===== config.mk =====
export PLATFORM = sky130hd
export DESIGN_NAME = if_spike_decoder
export DESIGN_NICKNAME = d
export VERILOG_FILES = /design/src/rtl/if_spike_decoder.sv
export SDC_FILE = /design/constraint.sdc
export NUM_CORES = 1
export LEC_CHECK = 0
export CAP_MARGIN = 20
export CORE_MARGIN = 8
export CORE_UTILIZATION = 28
export CTS_BUF_LIST = sky130_fd_sc_hd__clkbuf_4
export DETAILED_ROUTE_END_ITERATION = 16
export GPL_TIMING_DRIVEN = 0
export PLACE_DENSITY = 0.42
export SETUP_SLACK_MARGIN = 0.15
export SYNTH_ARGS = -nofsm -noshare
export SYNTH_HDL_FRONTEND = slang
export SYNTH_SLANG_ARGS = --single-unit

===== constraint.sdc =====
create_clock -name clk -period 5.5 [get_ports clk]
set_input_delay 1.1 -clock clk [delete_from_list [all_inputs] [get_ports clk]]
set_output_delay 1.1 -clock clk [all_outputs]
set_load 0.01 [all_outputs]

===== src/rtl/if_spike_decoder.sv =====
// if_spike_decoder: spike-count argmax decoder for the output layer of an IF spiking network.
//
// Ports:
//   clk          system clock
//   rst          asynchronous active-low reset
//   start        begin an inference window (sampled only in IDLE)
//   spike_in     one spike bit per output neuron (counted only in COUNT)
//   net_clear    one-cycle pulse that resets the upstream network
//   busy         high in every state except IDLE
//   result_valid class result available (DONE)
//   result_ready consumer accepts the result
//   class_idx    index of the winning neuron (lowest index on ties)
//   class_count  spike count of the winning neuron
//   tie          another neuron matched the winning count
//   early_exit   result came from a window cut short by EARLY_THRESH
//                (present only with IF_DECODER_EARLY_EXIT_EN defined)
//
// Optional feature macro: IF_DECODER_EARLY_EXIT_EN
module if_spike_decoder #(
    parameter int NUM_OUTPUTS  = 4,
    parameter int COUNT_WIDTH  = 8,
    parameter int WINDOW       = 100,
    parameter int EARLY_THRESH = 16
) (
    input  logic                           clk,
    input  logic                           rst,
    input  logic                           start,
    input  logic [NUM_OUTPUTS-1:0]         spike_in,
    output logic                           net_clear,
    output logic                           busy,
    output logic                           result_valid,
    input  logic                           result_ready,
    output logic [$clog2(NUM_OUTPUTS)-1:0] class_idx,
    output logic [COUNT_WIDTH-1:0]         class_count,
    output logic                           tie
`ifdef IF_DECODER_EARLY_EXIT_EN
    ,
    output logic                           early_exit
`endif
);
    localparam int IW = $clog2(NUM_OUTPUTS);
    localparam int TW = WINDOW > 1 ? $clog2(WINDOW) : 1;
    localparam logic [COUNT_WIDTH-1:0] CMAX = '1;

    typedef enum logic [2:0] {IDLE, CLEAR, COUNT, SCAN, DONE} state_t;

    state_t                 state_q, state_d;
    logic [COUNT_WIDTH-1:0] cnt_q [NUM_OUTPUTS];
    logic [COUNT_WIDTH-1:0] cnt_d [NUM_OUTPUTS];
    logic [TW-1:0]          ts_q, ts_d;
    logic [IW-1:0]          idx_q, idx_d;
    logic [IW-1:0]          class_idx_q, class_idx_d;
    logic [COUNT_WIDTH-1:0] class_count_q, class_count_d;
    logic                   tie_q, tie_d;
    logic [COUNT_WIDTH-1:0] cur;
`ifdef IF_DECODER_EARLY_EXIT_EN
    logic                   early_q, early_d;
    logic                   hit;
`else
    logic                   unused_thresh;
    assign unused_thresh = ^EARLY_THRESH;
`endif

    always_ff @(posedge clk or negedge rst) begin
        if (!rst) begin
            state_q       <= IDLE;
            cnt_q         <= '{default: '0};
            ts_q          <= '0;
            idx_q         <= '0;
            class_idx_q   <= '0;
            class_count_q <= '0;
            tie_q         <= 1'b0;
`ifdef IF_DECODER_EARLY_EXIT_EN
            early_q       <= 1'b0;
`endif
        end else begin
            state_q       <= state_d;
            cnt_q         <= cnt_d;
            ts_q          <= ts_d;
            idx_q         <= idx_d;
            class_idx_q   <= class_idx_d;
            class_count_q <= class_count_d;
            tie_q         <= tie_d;
`ifdef IF_DECODER_EARLY_EXIT_EN
            early_q       <= early_d;
`endif
        end
    end

    always_comb begin
        state_d       = state_q;
        cnt_d         = cnt_q;
        ts_d          = ts_q;
        idx_d         = idx_q;
        class_idx_d   = class_idx_q;
        class_count_d = class_count_q;
        tie_d         = tie_q;
        cur           = cnt_q[idx_q];
`ifdef IF_DECODER_EARLY_EXIT_EN
        early_d       = early_q;
        hit           = 1'b0;
`endif
        case (state_q)
            IDLE: state_d = start ? CLEAR : IDLE;
            CLEAR: begin
                cnt_d   = '{default: '0};
                ts_d    = '0;
                idx_d   = '0;
`ifdef IF_DECODER_EARLY_EXIT_EN
                early_d = 1'b0;
`endif
                state_d = COUNT;
            end
            COUNT: begin
                // Saturating increment: a full counter stays at its maximum.
                for (int i = 0; i < NUM_OUTPUTS; i++)
                    cnt_d[i] = cnt_q[i] + COUNT_WIDTH'(spike_in[i] && cnt_q[i] != CMAX);
                ts_d = ts_q + 1'b1;
`ifdef IF_DECODER_EARLY_EXIT_EN
                // Threshold is checked on the post-increment value so the spike
                // sampled this cycle can end the window.
                for (int i = 0; i < NUM_OUTPUTS; i++)
                    if (32'(cnt_d[i]) >= EARLY_THRESH) hit = 1'b1;
                early_d = early_q | hit;
                state_d = (ts_q == TW'(WINDOW - 1) || hit) ? SCAN : COUNT;
`else
                state_d = ts_q == TW'(WINDOW - 1) ? SCAN : COUNT;
`endif
            end
            SCAN: begin
                // Strict greater-than keeps the lowest index on equal counts.
                if (idx_q == '0) begin
                    class_idx_d   = '0;
                    class_count_d = cur;
                    tie_d         = 1'b0;
                end else if (cur > class_count_q) begin
                    class_idx_d   = idx_q;
                    class_count_d = cur;
                    tie_d         = 1'b0;
                end else if (cur == class_count_q) begin
                    tie_d         = 1'b1;
                end
                idx_d   = idx_q + 1'b1;
                state_d = idx_q == IW'(NUM_OUTPUTS - 1) ? DONE : SCAN;
            end
            DONE: state_d = result_ready ? IDLE : DONE;
            default: state_d = IDLE;
        endcase
    end

    assign net_clear    = state_q == CLEAR;
    assign busy         = state_q != IDLE;
    assign result_valid = state_q == DONE;
    assign class_idx    = class_idx_q;
    assign class_count  = class_count_q;
    assign tie          = tie_q;
`ifdef IF_DECODER_EARLY_EXIT_EN
    assign early_exit   = early_q;
`endif
endmodule


==> qor.csv <==
stage,metric,value,unit
status,status,"complete, no violations",
pwr,worst vdd ir,195,uV
clock_tree,root buffer cell,clkbuf_4,
synth,async set-reset flop share out of synthesis,1.00,
detailed_routing,1st-iter DRT viols,111,
detailed_routing,Post-Route WL,7590,um
placed_design,Inst Count DP,443,
synth,syn avg cell area,10.8,um2
final_layout,register cell area after layout,1380,um2
placed_design,Placer Congestion,0.729,
pwr,Comb pwr share,0.498,
critical_path,crit-path cells,"nand2b_1, or2_2, inv_2, clkdlybuf4s50_1",
detailed_routing,drt pass-1 iters,4,
pwr,Sw Share,0.430,
sta,post-route setup slack,2.37,ns
clock_tree,CTS Buffer Depth,2,
die,io pins,22,
synth,Ys Warns,0,
sta,fmax,320,MHz
synth,synthesized area,3050,um2
final_layout,Nets,337,
sta,minimum clock period,3.13,ns
synth,top post-synthesis cells by area,"dfrtp_1 45%, ha_1 7.8%, nand4_1 4.5%",
placed_design,pre-CTS setup slack,2.52,ns
grt,first-pass GRT wire length,12300,um
pwr,P_int,0.988,mW
die,die height,120,um
final_layout,share of layout cells above drive strength 1,0.122,
clock_tree,CTS tree,done,
synth,sequential area share after synthesis,0.452,
critical_path,Slowest cell on crit path,clkdlybuf4s50_1,
detailed_routing,Vias,2389,
hold_path,Hold WC Path Type,register to register,
synth,Post-Syn Instances,281,
hold_path,WHS Path Cells,1,
detailed_routing,Avg WL per Cell,16.8,um
pwr,switching power,0.747,mW
detailed_routing,Final ANT Viol Nets,0,
die,Core Area,10700,um2
grt,GRT Overall Usage,0.108,
critical_path,Crit path required time,4.40,ns
pwr,leakage,1.48,nW
die,initial core utilization,0.283,
sta,Slew @ Worst Pin,0.616,ns
critical_path,nature of the critical path endpoint,primary output,
pwr,Power Total,1.73,mW
clock_tree,total CTS buffers,5,
sta,Max Slew Vio Count,0,
sta,Max Clock Skew,0.0137,ns
pwr,Reg power frac,0.397,
sta,final number of setup-violating endpoints,0,
clock_tree,Sink Count,55,
die,site row count,38,
critical_path,CP Launch Type,register,
clock_tree,H-tree Lvls,2,
critical_path,cell family with most CP delay,buffers and inverters,
hold_path,hold path startpoint,tie,
critical_path,worst r2r dst,class_count[7],
clock_tree,# Post-CTS Setup Buffers,0,
clock_tree,clk_lat worst skew,0.38,ns
synth,synthesized flop and latch total,55,
critical_path,Buf/Inv on CP,2,
synth,Netlist cell types,43,
grt,number of global-route vias before repair,2281,
critical_path,cells on worst reg2reg path,7,
sta,slew margin rel.,0.589,
clock_tree,cts hold-fix bufs,0,
sta,RSZ-0062 raised after global routing,false,
final_layout,fin cells,452,
placed_design,DP HPWL,5550,um
hold_path,hold endpoint,tie,
synth,number of flops mapped to enable cells by yosys,0,
critical_path,Worst Path Max Fanout,6,
run,max-cap violations,0,
final_layout,fillcell total,1151,
final_layout,footprint of the multi-input gates,1560,um2
clock_tree,post-CTS sizing,0,
die,Die Area,14500,um2
pwr,Clock Power Share,0.106,
detailed_routing,# DRC,0,
sta,"Hold Violations, Final",0,
critical_path,worst stage delay on the critical path,0.54,ns
critical_path,reg-to-reg setup timing slack,2.55,ns
synth,dominant synthesized flop cell,dfrtp_1,
grt,total grt overflow,0,
grt,initial antenna violation count,1,
sta,period utilisation layout,0.568,
critical_path,Arrival @ worst endpoint,2.03,ns
placed_design,IO Port Bufs,21,
pwr,Pwr Density,496,nW/um2
die,width of the die,120,um
final_layout,area growth from synthesis to layout,15.0,%
synth,cell taking the most area after synthesis,dfrtp_1,
synth,Synth top area share,0.452,
clock_tree,clock slew at reported path FFs,0.16,ns
critical_path,worst r2r src,idx_q[0],
grt,largest net degree at the start of global routing,34,
sta,setup tns final,0,ns
detailed_routing,post-DR vias/cell,5.29,
critical_path,CP Class,register to primary output,
synth,syn nets,308,
routing by layer:
metal,vias to the layer above,global-route usage,part of all wire
met4,0,0.0328,0.012
met2,45,0.182,0.48
met5,-,0,0
li1,1143,-,-
met1,1196,0.136,0.47
met3,5,0.0210,0.035
cells by family (layout without fill, tap and decap cells):
kind of cell	count (synthesis)	count (layout)	share of synthesized area
xor+xnor	2	2	0.00575
mux	16	16	0.0949
simple gates	86	86	0.148
fa+ha+maj	19	19	0.0781
buf+inv	23	53	0.0362
compound gates	80	80	0.185
flops	55	55	0.452
other cells	0	1	0
placed cells by master, fill, tap and decap left out, drive strengths merged, types with 2 or more instances in the layout:
master | netlist | layout
ha | 19 | 19
dfrtp | 55 | 55
a31oi | 2 | 2
nor2 | 11 | 11
mux2 | 8 | 8
and3 | 3 | 3
clkbuf | 3 | 9
nand2 | 25 | 25
nand3 | 13 | 13
o21ai | 28 | 28
inv | 14 | 14
clkdlybuf4s50 | 0 | 20
nand4 | 22 | 22
o211ai | 13 | 13
nor3 | 2 | 2
a21oi | 5 | 5
buf | 6 | 8
mux4 | 8 | 8
a22o | 9 | 9
xor2 | 2 | 2
or2 | 2 | 2
clkinv | 0 | 2
o21a | 5 | 5
o31ai | 13 | 13
or3 | 2 | 2
power by group through the flow:
stage	logic [mW]	registers (mW)	clock network, mW
6_report	0.863	0.688	0.183
5_1_grt	0.973	0.710	0.205
4_1_cts	0.884	0.688	0.193
3_5_place_dp	0.884	0.697	0
3_3_place_gp	0.875	0.693	0
2_1_floorplan	0.639	0.653	0
per-stage QoR:
| stage | hold slack (ns) | area [um2] | util |
|---|---|---|---|
| after floorplan | 0.451 | 3050 | - |
| after global placement | 0.478 | 3430 | 0.319 |
| after detailed placement | 0.487 | 3450 | 0.321 |
| after CTS | 0.508 | 3500 | 0.326 |
| after global routing | 0.534 | 3500 | 0.326 |
| final | 0.520 | 3500 | 0.326 |
final cells by class:
class / count / share of cell area
Tap cell: 140 / 0.0500
Buffer: 9 / 0.0164
Antenna cell: 1 / 0.000715
Clock inverter: 2 / 0.00214
Timing Repair Buffer: 22 / 0.0643
Multi-Input combinational cell: 203 / 0.445
Clock buffer: 6 / 0.0129
Inverter: 14 / 0.0150
Sequential cell: 55 / 0.393
flip-flops by register name (all words and copies together) (netlist names):
name	cells
cnt_q	32
class_count	8
ts_q	7
state_q	3
class_idx	2
idx_q	2
tie	1
worst max path at each step:
stage	start	endpoint	cells past startpoint
2_1_floorplan	idx_q[0]	class_count[0]	7
3_3_place_gp	rst	ts_q[2]	1
3_5_place_dp	idx_q[0]	class_count[5]	7
4_1_cts	state_q[2]	net_clear	4
5_1_grt	state_q[2]	net_clear	4
6_report	state_q[2]	net_clear	4
synthesized netlist by cell type, drive strengths merged, types with 2 or more instances:
library cell  instances
dfrtp                55
o21ai                28
nand2                25
nand4                22
ha                   19
inv                  14
nand3                13
o211ai               13
o31ai                13
nor2                 11
a22o                  9
mux2                  8
mux4                  8
buf                   6
a21oi                 5
o21a                  5
and3                  3
clkbuf                3
a31oi                 2
nor3                  2
or2                   2
or3                   2
xor2                  2
worst register-to-register path, cell delays in order (launching register included):
cell and delay, ns:
dfrtp_1 0.45, buf_6 0.19, mux4_1 0.62, ha_1 0.35, a21oi_1 0.27, a21oi_2 0.12, o31ai_4 0.45, mux2_2 0.40
Note: power is estimated with default switching activity, not from simulation.
